==> src/rtl/mem_arb_pkg.sv <==
// mem_arb_pkg: shared types and constants for the two-requester memory arbiter.
package mem_arb_pkg;

  typedef enum logic [1:0] {
    ST_IDLE  = 2'd0,
    ST_ISSUE = 2'd1,
    ST_WAIT  = 2'd2,
    ST_RESP  = 2'd3
  } arb_state_t;

  localparam logic MEM_READ  = 1'b0;
  localparam logic MEM_WRITE = 1'b1;

  localparam int DEF_LAT     = 4;
  localparam int DEF_TIMEOUT = 64;

endpackage

==> src/rtl/rr_arbiter2.sv <==
// rr_arbiter2: two-way round-robin pick. When both requesters ask, the one
// that was not granted last wins; a lone requester always wins.
module rr_arbiter2 (
  input  logic [1:0] valid,
  input  logic       last,
  output logic [1:0] grant
);

  // One-hot grant; zero when nobody is asking.
  always_comb begin
    grant = 2'b00;
    if (valid[1] && (!valid[0] || !last)) begin
      grant = 2'b10;
    end else if (valid[0]) begin
      grant = 2'b01;
    end
  end

endmodule

==> src/rtl/mem_arbiter.sv <==
// mem_arbiter: round-robin front end sharing one memory port between a fetch
// requester (0) and a load/store requester (1). Addresses are range checked
// before the memory is strobed; memEnable is held at least LAT cycles.
// Build option: define MEM_ARB_TIMEOUT_EN to add a WAIT watchdog that ends a
// stalled access with done+err after TIMEOUT cycles of memEnable.
//
// state | meaning
// IDLE  | no access in flight; grant the round-robin winner and latch its request
// ISSUE | range check; drive operands and op one cycle ahead of memEnable
// WAIT  | memEnable high; wait for LAT cycles and memDone (or watchdog)
// RESP  | pulse done (and err) to the owner, move the round-robin pointer
module mem_arbiter
  import mem_arb_pkg::*;
#(
  parameter int SIZE      = 32,
  parameter int MAX_RANGE = 10,
  parameter int LAT       = DEF_LAT,
  parameter int TIMEOUT   = DEF_TIMEOUT
) (
  input  logic              clk,
  input  logic              reset,
  input  logic [1:0]        req_valid,
  input  logic [1:0]        req_write,
  input  logic [4*SIZE-1:0] req_addr1,
  input  logic [4*SIZE-1:0] req_addr2,
  input  logic [4*SIZE-1:0] req_wdata,
  output logic [1:0]        req_grant,
  output logic [1:0]        req_done,
  output logic [1:0]        req_err,
  output logic [2*SIZE-1:0] rdata1,
  output logic [2*SIZE-1:0] rdata2,
  output logic              memoryControl,
  output logic [2*SIZE-1:0] data1,
  output logic [2*SIZE-1:0] data2,
  output logic              memEnable,
  input  logic              memDone,
  input  logic [2*SIZE-1:0] dataOutput1,
  input  logic [2*SIZE-1:0] dataOutput2
);

  localparam int W  = 2 * SIZE;
  localparam int CW = $clog2(LAT + TIMEOUT + 2);
  localparam logic [W-1:0]  ADDR_LIM = W'(MAX_RANGE);
  localparam logic [CW-1:0] LAT_LOAD = CW'(LAT - 1);
`ifdef MEM_ARB_TIMEOUT_EN
  localparam logic [CW-1:0] TMO_LOAD = CW'(TIMEOUT - 1);
  logic [CW-1:0] tmo_cnt;
`endif

  arb_state_t    state;
  logic          last;
  logic          owner;
  logic          op;
  logic          fail;
  logic [W-1:0]  op_a1, op_a2, op_wd;
  logic [CW-1:0] lat_cnt;

  logic [1:0]    grant;
  logic          sel;
  logic          sel_op;
  logic [W-1:0]  sel_a1, sel_a2, sel_wd;
  logic          range_ok;

  rr_arbiter2 u_rr (
    .valid (req_valid),
    .last  (last),
    .grant (grant)
  );

  // Route the winning requester's slice to the latch stage and range check
  // the latched request (addr1 only matters for reads).
  always_comb begin
    sel      = grant[1];
    sel_op   = sel ? req_write[1] : req_write[0];
    sel_a1   = sel ? req_addr1[2*W-1:W] : req_addr1[W-1:0];
    sel_a2   = sel ? req_addr2[2*W-1:W] : req_addr2[W-1:0];
    sel_wd   = sel ? req_wdata[2*W-1:W] : req_wdata[W-1:0];
    range_ok = (op_a2 < ADDR_LIM) && ((op == MEM_WRITE) || (op_a1 < ADDR_LIM));
  end

  // Access sequencer; all outputs are registered. Counters run down and the
  // access may finish only once the latency counter has reached zero.
  always_ff @(posedge clk or negedge reset) begin
    if (!reset) begin
      state         <= ST_IDLE;
      last          <= 1'b1;
      owner         <= 1'b0;
      op            <= MEM_READ;
      fail          <= 1'b0;
      op_a1         <= '0;
      op_a2         <= '0;
      op_wd         <= '0;
      lat_cnt       <= '0;
`ifdef MEM_ARB_TIMEOUT_EN
      tmo_cnt       <= '0;
`endif
      req_grant     <= 2'b00;
      req_done      <= 2'b00;
      req_err       <= 2'b00;
      rdata1        <= '0;
      rdata2        <= '0;
      memoryControl <= MEM_READ;
      data1         <= '0;
      data2         <= '0;
      memEnable     <= 1'b0;
    end else begin
      req_grant <= 2'b00;
      req_done  <= 2'b00;
      req_err   <= 2'b00;
      case (state)
        ST_IDLE: begin
          if (|req_valid) begin
            req_grant <= grant;
            owner     <= sel;
            op        <= sel_op;
            op_a1     <= sel_a1;
            op_a2     <= sel_a2;
            op_wd     <= sel_wd;
            fail      <= 1'b0;
            state     <= ST_ISSUE;
          end
        end
        ST_ISSUE: begin
          if (range_ok) begin
            memoryControl <= op;
            data1         <= (op == MEM_WRITE) ? op_wd : op_a1;
            data2         <= op_a2;
            state         <= ST_WAIT;
          end else begin
            fail  <= 1'b1;
            state <= ST_RESP;
          end
        end
        ST_WAIT: begin
          if (!memEnable) begin
            memEnable <= 1'b1;
            lat_cnt   <= LAT_LOAD;
`ifdef MEM_ARB_TIMEOUT_EN
            tmo_cnt   <= TMO_LOAD;
`endif
          end else if ((lat_cnt == '0) && memDone) begin
            memEnable <= 1'b0;
            if (op == MEM_READ) begin
              rdata1 <= dataOutput1;
              rdata2 <= dataOutput2;
            end
            state <= ST_RESP;
`ifdef MEM_ARB_TIMEOUT_EN
          end else if (tmo_cnt == '0) begin
            memEnable <= 1'b0;
            fail      <= 1'b1;
            state     <= ST_RESP;
`endif
          end else begin
            if (lat_cnt != '0) lat_cnt <= lat_cnt - 1'b1;
`ifdef MEM_ARB_TIMEOUT_EN
            tmo_cnt <= tmo_cnt - 1'b1;
`endif
          end
        end
        ST_RESP: begin
          req_done[owner] <= 1'b1;
          req_err[owner]  <= fail;
          last            <= owner;
          state           <= ST_IDLE;
        end
        default: state <= ST_IDLE;
      endcase
    end
  end

endmodule
==> config.mk <==
export PLATFORM = sky130hd
export DESIGN_NAME = mem_arbiter
export DESIGN_NICKNAME = d
export VERILOG_FILES = /design/src/rtl/mem_arb_pkg.sv /design/src/rtl/rr_arbiter2.sv /design/src/rtl/mem_arbiter.sv
export SDC_FILE = /design/constraint.sdc
export NUM_CORES = 1
export LEC_CHECK = 0
export BUFFER_PORTS_ARGS = -buffer_cell sky130_fd_sc_hd__clkbuf_2
export CAP_MARGIN = 25
export CORE_AREA = 2 2 306 308
export DETAILED_ROUTE_END_ITERATION = 12
export DIE_AREA = 0 0 308 310
export PLACE_DENSITY_LB_ADDON = 0.15
export RECOVER_POWER = 100
export SLEW_MARGIN = 20
export SYNTH_ARGS = -nofsm -noshare
export SYNTH_HDL_FRONTEND = slang
export SYNTH_HIERARCHICAL = 1
export SYNTH_SLANG_ARGS = --single-unit
==> constraint.sdc <==
create_clock -name clk -period 3.36 [get_ports clk]
set_clock_uncertainty 0.15 [all_clocks]
set_input_delay 0 -clock clk [delete_from_list [all_inputs] [get_ports clk]]
set_output_delay 0 -clock clk [all_outputs]
set_load 0.02 [all_outputs]
==> impl_metrics.py, run 1 <==
metrics = {
    "synthesis": {
        "synth_nets": 2101,
        "synth_top_area_share_pct": 58.5,
        "async_flop_share_pct": 100,
        "yosysWarnings": 6,
        "synth_cell_types": 34,
        "synth_common_cells": "468 x dfrtp_1, 214 x mux2_2, 200 x nand2_1",
        "netlist_instances": 1577,
        "yosysMostFrequentCell": "dfrtp_1",
        "synth_flop_cell": "dfrtp_1",
        "synthesis.area_sq_um": 20000,
        "synth_edf_count": 0,
        "synth-seq-cells": 469,
        "avgSynthCellArea_sq_um": 12.7,
        "ys_seq_area_share_pct": 58.7,
        "post-synth-top-area-cell": "dfrtp_1",
        "yosys-top-cells-area": "dfrtp_1 59%, mux2_2 12%, mux2i_1 9.7%, o21ai_0 5.0%, mux2_4 3.8%",
    },
    "clock_network": {
        "clk_root_buffer_cell": "clkbuf_16",
        "cts_hold_buf": 718,
        "htree_levels": 2,
        "cts_buffers": 54,
        "cts-resized-gates": 1,
        "post-cts-setup-buffers": 0,
        "clock-sinks": 469,
        "clock_path_buffers": 3,
    },
    "run_status": {
        "status": "aborted with a tool error",
        "lastStage": "clock tree synthesis",
        "error_line": "[ERROR RSZ-0060] Max buffer count reached.",
    },
    "floorplanning": {
        "start_util_pct": 21.6,
        "io_pins": 783,
        "die_x_um": 308,
        "rows": 112,
        "dieHeight_um": 310,
    },
    "place": {
        "gp_congestion": 0.810,
        "dp_hpwl_um": 51000,
        "io_buffers": 782,
    },
}
==> per-stage QoR <==
stage / hold slack [ns] / instance area, sq um / setup slack [ns] / cells / TNS, ns
3_3_place_gp: -0.0487 / 25400 / 0.0427 / 3494 / 0
3_5_place_dp: -0.0459 / 25400 / -0.000977 / 3494 / -0.00146
2_1_floorplan: -0.446 / 20000 / 1.16 / 1577 / 0
==> kinds of logic after synthesis <==
logic type | Yosys count | share of synthesized area, %
compound gates | 211 | 5.44
simple gates | 326 | 7.54
mux | 457 | 25.5
xor+xnor | 3 | 0.131
fa+ha+maj | 5 | 0.313
buf+inv | 106 | 2.44
flops | 469 | 58.7
==> run 2, diff against run 1 <==
Settings changed: CORE_AREA 2 2 306 308 to 2 2 302 304, DIE_AREA 0 0 308 310 to 0 0 304 306.
==> run 2 against run 1 <==
Effect of this change: the flow now finishes, with violations (max-capacitance violations, max-slew violations); area after synthesis did not move; synthesized cell count did not move.
==> impl_metrics.py, run 2 <==
metrics = {
    "synthesis": {
        "avgSynthCellArea_sq_um": 12.7,
        "synth_nets": 2101,
        "synth_common_cells": "468 x dfrtp_1, 214 x mux2_2, 200 x nand2_1",
        "yosysMostFrequentCell": "dfrtp_1",
        "synth-seq-cells": 469,
        "post-synth-top-area-cell": "dfrtp_1",
        "synth_cell_types": 34,
        "netlist_instances": 1577,
        "synth_top_area_share_pct": 58.5,
        "async_flop_share_pct": 100,
        "ys_seq_area_share_pct": 58.7,
        "yosysWarnings": 6,
        "synth_flop_cell": "dfrtp_1",
        "synth_edf_count": 0,
        "yosys-top-cells-area": "dfrtp_1 59%, mux2_2 12%, mux2i_1 9.7%, o21ai_0 5.0%, mux2_4 3.8%",
        "synthesis.area_sq_um": 20000,
    },
    "route": {
        "drcViolationCount": 0,
        "vias": 17200,
        "drtIter0Drc": 657,
        "first_pass_iters": 4,
        "ant_nets": 0,
        "wl_um": 72100,
        "viasPerCell": 4.11,
        "wl_per_cell_um": 17.2,
    },
    "power": {
        "clockPowerShare_pct": 27.8,
        "p_int_mw": 14.5,
        "p_comb_share_pct": 32.4,
        "power.switching_mw": 7.38,
        "pwr_density_cell_nw_per_um2": 669,
        "ir_drop_mv": 0.358,
        "finalPower_mw": 21.9,
        "swShare_pct": 33.7,
        "power_frac_seq_pct": 39.8,
        "leakage_nw": 15.6,
    },
    "min_path": {
        "worstHoldPathCells": 3,
        "hold_class": "in -> reg",
        "whs_endpoint": "rdata1[24]$_DFFE_PN0P_",
        "min_from": "dataOutput1[24]",
    },
    "layout": {
        "fin_nets": 3487,
        "syn2layout_area_growth_pct": 63.5,
        "final_common_cell": "dlygate4sd3_1",
        "utilization_pct": 36.5,
        "multiInputGateArea_sq_um": 7640,
        "layout_common_cells": "611 x dlygate4sd3_1, 518 x clkbuf_2, 467 x dfrtp_1",
        "layout-drive-gt1-share_pct": 28.4,
        "fillers": 8980,
        "regArea_sq_um": 11700,
    },
    "place": {
        "dp_worst_setup_slack_ns": 0.135,
        "dp_hpwl_um": 51500,
        "gp_congestion": 0.817,
        "io_buffers": 782,
    },
    "run_status": {
        "failed_checks": "max-capacitance violations, max-slew violations",
        "status": "finished, violations left",
    },
    "critical_path": {
        "r2r_slack_ns": 0.32,
        "r2r_cells": 6,
        "crit_type": "reg -> reg",
        "worstPathArrival_ns": 3.36,
        "crit_start": "op_a1[14]$_DFFE_PN0P_",
        "reg2reg_from": "op_a1[14]$_DFFE_PN0P_",
        "required_ns": 3.68,
        "end_kind": "flip-flop",
        "cp_max_fo": 27,
        "start_kind": "flip-flop",
        "reg2reg_to": "data1[26]$_DFFE_PN0P_",
    },
    "floorplanning": {
        "dieHeight_um": 306,
        "core_area_sq_um": 89600,
        "dieArea_sq_um": 93000,
        "rows": 110,
        "die_x_um": 304,
        "io_pins": 783,
        "start_util_pct": 22.3,
    },
    "grt": {
        "top_usage_layer": "met2",
        "grt_max_degree": 145,
        "grt_pass1_wl_um": 110000,
        "met1_usage_pct": 17.2,
        "antenna_found_initial": 11,
        "grt.total_usage_pct": 15.1,
        "overflow": 0,
        "grt_pass1_vias": 18800,
        "use_met3_pct": 4.33,
        "met2_usage_pct": 27.2,
    },
    "sta": {
        "clock.fmax_mhz": 329,
        "min_period_over_period_pct": 90.6,
        "hold_viol_final": 0,
        "setup_tns_ns": 0,
        "finalMaxSlewViolations": 352,
        "worstMarginPinSlew_ns": 2.12,
        "min_period_ns": 3.04,
        "rsz0062_at_grt": "no",
        "layout_setup_ws_ns": 0.316,
        "relSlewSlack_pct": -41.5,
        "setup_viol": 0,
    },
    "clock_network": {
        "cts_buffers": 56,
        "clock-sinks": 469,
        "clk_pin_slew_ns": 0.06,
        "post-cts-setup-buffers": 0,
        "clock_path_buffers": 3,
        "clock_latency_ns": 0.59,
        "clk_root_buffer_cell": "clkbuf_16",
        "htree_levels": 2,
        "cts_tree": "built",
        "cts-resized-gates": 0,
    },
    "job": {
        "drv_cap": 5,
    },
}
[run 2: cell counts after synthesis]
No cell type changed its count.
[run 2: cell families after synthesis]
logic type,Yosys count,synth area share [%]
AOI/OAI and AO/OA,211,5.44
xor gates and xnor gates,3,0.131
adders and majority gates,5,0.313
buffers and inverters,106,2.44
DFF,469,58.7
muxes,457,25.5
and+or+nand+nor,326,7.54
[run 2: worst max-delay path, cell delays in order, from the launching register on]
cell and delay [ns]:
dfrtp_1 0.40, nor4_1 0.60, nand4_1 0.36, o41ai_2 0.53, nand3_4 0.18, buf_4 0.30, mux2_1 0.37
[run 2: final cells by class]
| class | instances | share of cell area [%] |
|---|---|---|
| antenna | 6 | 0.0459 |
| clock buffer | 84 | 5.07 |
| clock inverter | 16 | 0.589 |
| inverter | 7 | 0.0803 |
| multi-input combinational | 1002 | 23.3 |
| sequential | 469 | 35.9 |
| tap | 1176 | 4.50 |
| timing repair buffer | 1427 | 30.5 |
[run 2: power groups by stage]
stage               clock [mW]  sequential, mW  combinational [mW]
global route              6.57            8.98                7.88
finish                    6.09            8.71                7.09
global placement             0            8.75                6.52
floorplan                    0            9.35                3.38
detailed placement           0            8.82                6.56
CTS                       6.33            8.73                7.47
[run 2: metrics by stage]
stage | std cells | hold WS (ns) | cell area [sq um]
finish | 4187 | 0.0403 | 32700
detailed placement | 3469 | -0.188 | 25400
CTS | 4181 | 0.0000276 | 33400
global route | 4184 | 0.0186 | 32700
floorplan | 1577 | -0.446 | 20000
global placement | 3469 | -0.199 | 25400
[run 2: worst max-delay path by stage]
stage                                   to  slack (ns)  cells after the start
finish               data1[26]$_DFFE_PN0P_        0.32                      6
CTS                   data1[2]$_DFFE_PN0P_        0.14                      7
detailed placement   data1[26]$_DFFE_PN0P_        0.14                      7
floorplan           rdata1[10]$_DFFE_PN0P_        1.16                      6
global route        rdata2[30]$_DFFE_PN0P_        0.07                      6
global placement     data1[25]$_DFFE_PN0P_         0.1                      7
[run 2: per-layer routing]
| metal | vias to the layer above | wire [um] |
|---|---|---|
| met3 | 113 | 4760 |
| met5 | - | 38 |
| met4 | 6 | 2120 |
| met1 | 8277 | 28800 |
| met2 | 522 | 36400 |
| li1 | 8306 | - |
[run 2: timing repair]
| item | 4_1_cts | 5_1_grt |
|---|---|---|
| hold buffers | 612 | 0 |
| endpoints found under the hold margin | 796 | 0 |
| setup endpoints to repair | 0 | 0 |
Note: power is estimated with default switching activity, not from simulation.
